`src/rtl/pid_multi.sv`:
```
// pid_multi: multi-channel incremental PID controller. One shared multiplier
// serves every channel; the integrator is clamped to the duty range (anti-windup).
// Optional derivative term: define PID_DERIV_EN to add the D state and e2 history.
module pid_multi #(
  parameter int unsigned N        = 8,
  parameter int unsigned CH       = 4,
  parameter int unsigned GW       = 8,
  parameter int unsigned FRAC     = 2,
  parameter int unsigned TICK_DIV = 55610,
  parameter int unsigned OUT_MAX  = 127
) (
  input  logic            clk,
  input  logic            rst_n,
  input  logic [CH*N-1:0] set_val,
  input  logic [CH*N-1:0] enc,
  input  logic [GW-1:0]   kp,
  input  logic [GW-1:0]   ki,
  input  logic [GW-1:0]   kd,
  output logic [CH*N-1:0] pwm,
  output logic            pwm_valid,
  output logic            busy,
  output logic [CH-1:0]   sat,
  output logic            overrun
);
  localparam int unsigned AW = N + GW + 6;   // accumulator
  localparam int unsigned EW = N + 1;        // error
  localparam int unsigned DW = N + 3;        // widest error difference (e - 2e1 + e2)
  localparam int unsigned PW = GW + 1 + DW;  // full product
  localparam int unsigned UW = N + FRAC;     // stored (clamped) controller output
  localparam int unsigned CW = (CH > 1) ? $clog2(CH) : 1;
  localparam int unsigned TW = (TICK_DIV > 1) ? $clog2(TICK_DIV) : 1;
  localparam logic signed [AW-1:0] ACC_MAX = AW'(OUT_MAX << FRAC);

`ifdef PID_DERIV_EN
  typedef enum logic [2:0] {S_IDLE, S_ERR, S_P, S_I, S_D, S_WR} state_t;
`else
  typedef enum logic [2:0] {S_IDLE, S_ERR, S_P, S_I, S_WR} state_t;
`endif

  state_t state, state_nx;

  logic [TW-1:0]          tick_cnt;
  logic                   tick_c;
  logic                   start_c;
  logic                   last_ch_c;
  logic [CW-1:0]          ch;
  logic [GW-1:0]          kp_r, ki_r;
  logic signed [EW-1:0]   e_r;
  logic signed [AW-1:0]   acc;
  logic [UW-1:0]          u_prev [CH];
  logic signed [EW-1:0]   e1 [CH];
`ifdef PID_DERIV_EN
  logic [GW-1:0]          kd_r;
  logic signed [EW-1:0]   e2 [CH];
`else
  logic                   unused_kd;
  assign unused_kd = ^kd;
`endif

  logic                   ld_err_c, mac_c, wr_c;
  logic [GW-1:0]          gain_c;
  logic signed [DW-1:0]   diff_c;
  logic signed [PW-1:0]   prod_c;
  logic signed [N-1:0]    set_c, enc_c;
  logic signed [EW-1:0]   e_c;
  logic [UW-1:0]          clamp_c;
  logic                   clip_c;

  assign tick_c    = (tick_cnt == TW'(TICK_DIV - 1));
  assign start_c   = tick_c && !busy;
  assign last_ch_c = (ch == CW'(CH - 1));
  assign set_c     = set_val[ch*N +: N];
  assign enc_c     = enc[ch*N +: N];
  assign e_c       = EW'(set_c) - EW'(enc_c);
  assign prod_c    = PW'($signed({1'b0, gain_c})) * PW'(diff_c);

  // Free-running sample-period counter
  always_ff @(posedge clk) begin
    if (!rst_n)      tick_cnt <= '0;
    else if (tick_c) tick_cnt <= '0;
    else             tick_cnt <= tick_cnt + TW'(1);
  end

  // FSM state register
  always_ff @(posedge clk) begin
    if (!rst_n) state <= S_IDLE;
    else        state <= state_nx;
  end

  // FSM next-state: per-channel ERR -> P -> I -> [D] -> WR
  always_comb begin
    state_nx = state;
    case (state)
      S_IDLE: if (tick_c) state_nx = S_ERR;
      S_ERR:  state_nx = S_P;
      S_P:    state_nx = S_I;
`ifdef PID_DERIV_EN
      S_I:    state_nx = S_D;
      S_D:    state_nx = S_WR;
`else
      S_I:    state_nx = S_WR;
`endif
      S_WR:   state_nx = last_ch_c ? S_IDLE : S_ERR;
      default: state_nx = S_IDLE;
    endcase
  end

  // FSM outputs: datapath strobes and shared-multiplier operand select
  always_comb begin
    ld_err_c = 1'b0;
    mac_c    = 1'b0;
    wr_c     = 1'b0;
    gain_c   = '0;
    diff_c   = '0;
    case (state)
      S_ERR: ld_err_c = 1'b1;
      S_P: begin
        mac_c  = 1'b1;
        gain_c = kp_r;
        diff_c = DW'(e_r) - DW'(e1[ch]);
      end
      S_I: begin
        mac_c  = 1'b1;
        gain_c = ki_r;
        diff_c = DW'(e_r);
      end
`ifdef PID_DERIV_EN
      S_D: begin
        mac_c  = 1'b1;
        gain_c = kd_r;
        diff_c = DW'(e_r) - (DW'(e1[ch]) <<< 1) + DW'(e2[ch]);
      end
`endif
      S_WR: wr_c = 1'b1;
      default: ;
    endcase
  end

  // Clamp the accumulator to [0, OUT_MAX << FRAC]
  always_comb begin
    clamp_c = UW'(acc);
    clip_c  = 1'b0;
    if (acc[AW-1]) begin
      clamp_c = '0;
      clip_c  = 1'b1;
    end else if (acc > ACC_MAX) begin
      clamp_c = UW'(ACC_MAX);
      clip_c  = 1'b1;
    end
  end

  // Sweep control: gain latch, channel index, status pulses
  always_ff @(posedge clk) begin
    if (!rst_n) begin
      busy      <= 1'b0;
      pwm_valid <= 1'b0;
      overrun   <= 1'b0;
      ch        <= '0;
      kp_r      <= '0;
      ki_r      <= '0;
`ifdef PID_DERIV_EN
      kd_r      <= '0;
`endif
    end else begin
      pwm_valid <= 1'b0;
      overrun   <= tick_c && busy;
      if (start_c) begin
        busy <= 1'b1;
        ch   <= '0;
        kp_r <= kp;
        ki_r <= ki;
`ifdef PID_DERIV_EN
        kd_r <= kd;
`endif
      end
      if (wr_c) begin
        if (last_ch_c) begin
          busy      <= 1'b0;
          pwm_valid <= 1'b1;
        end else begin
          ch <= ch + CW'(1);
        end
      end
    end
  end

  // Datapath: error capture, multiply-accumulate, clamped write-back and history
  always_ff @(posedge clk) begin
    if (!rst_n) begin
      acc <= '0;
      e_r <= '0;
      pwm <= '0;
      sat <= '0;
      for (int i = 0; i < int'(CH); i++) begin
        u_prev[i] <= '0;
        e1[i]     <= '0;
`ifdef PID_DERIV_EN
        e2[i]     <= '0;
`endif
      end
    end else begin
      if (ld_err_c) begin
        e_r <= e_c;
        acc <= AW'($signed({1'b0, u_prev[ch]}));
      end
      if (mac_c) acc <= acc + AW'(prod_c);
      if (wr_c) begin
        u_prev[ch]       <= clamp_c;
        pwm[ch*N +: N]   <= N'(clamp_c >> FRAC);
        sat[ch]          <= clip_c;
        e1[ch]           <= e_r;
`ifdef PID_DERIV_EN
        e2[ch]           <= e1[ch];
`endif
      end
    end
  end

endmodule

```
`config.mk`:
```
export PLATFORM = sky130hd
export DESIGN_NAME = pid_multi
export DESIGN_NICKNAME = d
export VERILOG_FILES = /design/src/rtl/pid_multi.sv
export SDC_FILE = /design/constraint.sdc
export NUM_CORES = 1
export LEC_CHECK = 0
export ABC_AREA = 1
export CAP_MARGIN = 30
export CORE_ASPECT_RATIO = 0.7
export CORE_MARGIN = 3
export CORE_UTILIZATION = 55
export CTS_CLUSTER_SIZE = 12
export DETAILED_ROUTE_END_ITERATION = 10
export GPL_TIMING_DRIVEN = 0
export PLACE_DENSITY = 0.87
export SLEW_MARGIN = 40
export SYNTH_ARGS = -nofsm -noshare
export SYNTH_HDL_FRONTEND = slang
export SYNTH_SLANG_ARGS = --single-unit
```
`constraint.sdc`:
```
create_clock -name clk -period 13.3 [get_ports clk]
set_input_delay 3.325 -clock clk [delete_from_list [all_inputs] [get_ports clk]]
set_output_delay 3.325 -clock clk [all_outputs]
set_load 0.005 [all_outputs]
```
=== Word level (Yosys, flattened, before mapping) ===
Memory sizes are Yosys's and may differ from the RTL's. A register that Yosys moved wholly into a read port is not among the register bits.
Index checks and enable logic that the tools add are counted.
Widths: inputs -> output; s select.

* Output and inout bits: 39
* Bits in writable memories: 76
* Memories kept: 2
* Register bits: 107
* Input port bits: 90
* Word-level logic and storage cells: 84

{| class="wikitable"
|+ Memory list
! name !! depth !! width !! rd ports !! clocked after memory_dff !! wr ports !! line !! text
|-
| u_prev || 4 || 10 || 1 || 1 || 4 || 50 || <nowiki>logic [UW-1:0] u_prev [CH];</nowiki>
|-
| e1 || 4 || 9 || 1 || 1 || 4 || 51 || <nowiki>logic signed [EW-1:0] e1 [CH];</nowiki>
|}

* Bitwise operators: 1
* Mux-type cells: 37
* Order comparisons: 3
* Multiply operators: 1
* $add $sub $neg: 6
* Shift-type cells: 4
* Eq/ne operators: 7
* Reductions and logical operators: 11

{| class="wikitable"
|+ Operators by type and width
! kind !! number
|-
| $shiftx 32x6->8 || 2
|-
| $mux 22 || 2
|-
| $neg 5->34 || 1
|-
| $shift 8x34->32 const A || 1
|-
| $shiftx 8x34->32 || 1
|-
| $bwmux 32 || 1
|-
| $mux 10 || 3
|-
| $add 22x20->22 || 1
|-
| $gt 22x10->1 const B || 1
|-
| $pmux 11 s2 || 1
|-
| $mul 9x11->20 || 1
|-
| $mux 1 || 17
|-
| $add 16x1->16 const B || 1
|-
| $eq 16x16->1 const B || 1
|-
| $pmux 8 s2 || 1
|-
| $pmux 3 s5 || 1
|-
| $mux 2 || 7
|-
| $reduce_or 10->1 || 1
|-
| $sub 9x9->10 || 1
|-
| $mux 9 || 1
|-
| $reduce_or 9->1 || 1
|-
| $sub 8x8->9 || 1
|-
| $eq 3x2->1 const B || 2
|-
| $bwmux 4 || 1
|-
| other kinds (16) || 19
|}

=== Logic depth before layout (Yosys ltp) ===
* Depth in word-level cells: 7
* Depth in mapped cells: 40
* Depth with buffers taken out: 38

=== Worst setup path after synthesis ===
No wires, ideal clock.

* Path kind: register -> register
* Start: register ch[0] (netlist name)
* End: register acc[17]
* Period minus slack after synthesis: 6945 ps
* Arrival time: 6812 ps
* Slack: 6355 ps
* Stages on the path, launching flop included: 35
* Path buffers: 3
* Path through: dfxtp_1 -> clkbuf_1 -> clkbuf_1 -> clkbuf_1 -> nand2_1 -> a32o_1 -> ha_1 -> nand2_1 -> nor2_1 -> nand3_1 -> nand3_1 -> nand2_1 -> nand3_1 -> nand2_1 -> inv_1 -> nor2_1 -> fa_1 -> inv_1 -> fa_1 -> inv_1 -> fa_1 -> fa_1 -> inv_1 -> fa_1 -> inv_1 -> ha_1 -> nand2_1 -> inv_1 -> a21boi_0 -> inv_1 -> a21oi_1 -> nand2_1 -> or2_2 -> nand3_1 -> a21oi_1

{| class="wikitable"
|+ RTL lines
! element !! line !! text
|-
| end signal, assigned || 204 || <nowiki>acc <= AW'($signed({1'b0, u_prev[ch]}));</nowiki>
|-
| end signal, assigned || 206 || <nowiki>if (mac_c) acc <= acc + AW'(prod_c);</nowiki>
|-
| end, declared || 49 || <nowiki>logic signed [AW-1:0] acc;</nowiki>
|}

==> impl_results.md <==
- Max_slew headroom: 45.2%
- Vias per inst: between 5 and 6
- WL per Instance: 18.0 µm
- Final hold vios: 0
- Synth Instances: approximately 1700
- Internal reg-to-reg setup slack: 4.70 ns
- Setup slack after layout: between 4 and 5 ns
- Most used flip-flop cell after synthesis: dfxtp_1
- I/O pins: 129
- Critical Path Source Type: flip-flop
- Worst Setup SP: ch[0]
- Post-synth top cells: 292 x nand2_1, 251 x inv_1, 203 x nor2_1, 155 x a21oi_1, 107 x dfxtp_1
- Max Root-Sink Buffers: 2
- Initial antenna violation count: 0
- Crit path time final: 8.60 ns
- Synth unique cells: 52
- # H-tree levels: 4
- Main combinational cell family by area after synthesis: adder cells
- Dpl ws: 4.97 ns
- Setup_tns: 0 ns
- Pwr dens: 86.2 nW/µm²
- Dpl cell area: 14800 µm²
- Post-Synth Simple-Gate Area: 19.8%
- Vias in the first global route: 12000
- WP buf/inv: 11
- Post-synthesis compound-gate area fraction: 15.4%
- Site Rows: 46
- Post-synth EDFFs: 76
- Die W: between 150 and 200 µm
- Post-Route WL: approximately 38 mm
- Area leader, netlist: edfxtp_1
- Post-CTS setup buffer count: 0
- Final Skew: 0.0104 ns
- Total grt overflow: 0
- Slowest stage delay, CP: 0.59 ns
- Nets: 2052
- Crit share post-route: between 60 and 70%
- CP Max Fanout: 11
- Synthesized cell area: 13100 µm²
- RSZ-0062 raised after global routing: no
- Finished Core Util: 66.7%
- Total track usage: 30.3%
- Maxcap violations: 0
- Clk slew on worst S/H paths: 0.07 ns
- CP Depth: 38
- Status: finished, final reports clean
- Synth Register Bits: around 180
- Slew @ Worst Pin: about 0.82 ns
- Post-synthesis mux area share: 0%
- Synth Area in XOR/XNOR: under 10%
- Layout area overhead: 17.2%
- Worst reg-to-reg path cell count: 38
- Crit-path leading delay family: adder cells
- Cell with the most instances after synthesis: nand2_1
- Synth top area share: 17.4%
- Placed Cells: 2093
- Synthesized-area fraction occupied by adder cells: ~20%
- Cts repair resizes: 0
- Via count: 12300
- Layout cells sized above 1: 4.85%
- GP Congestion: 0.933
- Leakage power total: 0.00666 µW
- Die Span Y: 135 µm
- First-pass GRT wire length: 61.5 mm
- CP arrival: roughly 9.0 ns
- Ys Warns: 0
- Initial core utilization: 56.9%
- Seq/Total Area, Yosys: 33.8%
- Area of the core: 23000 µm²
- Largest net degree at the start of global routing: 20
- Hpwl dp: between 20 and 30 mm
- Drt initial violations: roughly 1400
- Slowest-stage cell, CP: buf_1
- Worst R2R End: acc[10]
- Pins Over Slew Limit: 0
- Worst ir drop on vdd: 101 µV
- Port Buffer Count: 120
- Fmax: around 120 MHz
- Final number of setup-violating endpoints: 0
- Critical Path RT: 13.68 ns
- Root buffer cell: clkbuf_16
- Clk sinks: between 150 and 200
- Final Cell Area: 15400 µm²
- Leading post-synthesis cells by cell area: edfxtp_1 17%, dfxtp_1 16%, fa_1 12%
- # DRC: 0
- Num CTS Buffers: 17
- Hold Path Origin: pwm[15]
- Clock tree from TritonCTS: done
- Total inserted antenna cells: 0
- Critical path class: reg2reg
- Detail Route Antenna Nets: 0
- Mean Syn Cell Area: 7.92 µm²
- Clock Latency Late Sink: 0.46 ns
- Most frequent cell on the critical path: inv_1
- Critical Path Sink: acc[10]
- Non-Filler Instances: 2125
- Fill count: about 1800
- Pre-antenna DRT Iters: 8
- Crit path capture type: flip-flop
- Worst hold path type: reg2reg
- Die area: 25800 µm²
- Worst R2R Start: ch[0]
- Async S/R FF share, synth: 0%
- Post-CTS Hold Buffers: 0
worst register-to-register path: cells and delay by family (launching register included):
kind                     cells  cell delay (ns)
adder cells (fa/ha/maj)      8             3.43
AND/OR/NAND/NOR             11             1.20
buffers and inverters       11             1.96
flip-flops                   1             0.36
XOR/XNOR                     1             0.09
AO/OA/AOI/OAI                7             1.49
cells by family after synthesis:
| family | Yosys count |
|---|---|
| other | 1 |
| AND/OR/NAND/NOR | 622 |
| flip-flops | 183 |
| adder cells (fa/ha/maj) | 162 |
| AO/OA/AOI/OAI | 342 |
| XOR/XNOR | 23 |
| buffers and inverters | 323 |
per-layer routing:
metal	global-route usage (%)	vias to the layer above	part of all wire, %
met5	0	-	0
met4	9.21	0	2.2
met3	7.96	90	12
met2	46.3	754	43
met1	42.6	5736	42
li1	-	5696	-
worst min-delay path by stage:
stage / slack, ns / to / cells after the start
2_1_floorplan: 0.43 / tick_cnt[0] / 1
3_3_place_gp: 0.43 / pwm[31] / 2
3_5_place_dp: 0.43 / pwm[15] / 2
4_1_cts: 0.44 / pwm[15] / 2
5_1_grt: 0.47 / pwm[15] / 2
6_report: 0.44 / pwm[15] / 2
where the power goes:
group          switching, µW  internal [µW]  total, µW
registers               11.1            601        612
clock network            235            290        525
logic                    121           67.1        188
total                    367            958       1320
through the flow:
step / power [µW] / hold WS, ns
after floorplan: 731 / 0.433
after global placement: 796 / 0.425
after detailed placement: 803 / 0.430
after CTS: 1320 / 0.441
after global routing: 1360 / 0.466
final: 1320 / 0.441
placed cells by master, fill, tap and decap left out, drive strengths merged, types with 5 or more instances in the layout:
master         count
a21o               5
a21oi            155
a31oi              7
a32o              14
buf               12
clkbuf            73
clkdlybuf4s50    120
dfxtp            107
edfxtp            76
fa                79
ha                83
inv              267
nand2            295
nand3             57
nand4             23
nor2             206
nor3              22
o21ai            103
o21bai             7
o22ai             30
or2                9
xnor2             12
xor2              11
registers in the layout, indices dropped and copies added (netlist names):
register,cells
acc,22
busy,1
ch,2
e1,36
e_r,9
ki_r,8
kp_r,8
overrun,1
pwm,32
pwm_valid,1
sat,4
state,3
tick_cnt,16
u_prev,40
layout make-up:
type	instances	area (µm²)	area share, %
Buffer	61	253	1.65
Clock buffer	22	498	3.24
Clock inverter	10	106	0.692
Inverter	262	986	6.42
Multi-Input combinational cell	1153	7480	48.7
Sequential cell	183	4420	28.8
Tap cell	312	390	2.54
Timing Repair Buffer	122	1220	7.96
Power figures use the tool's default switching activity.
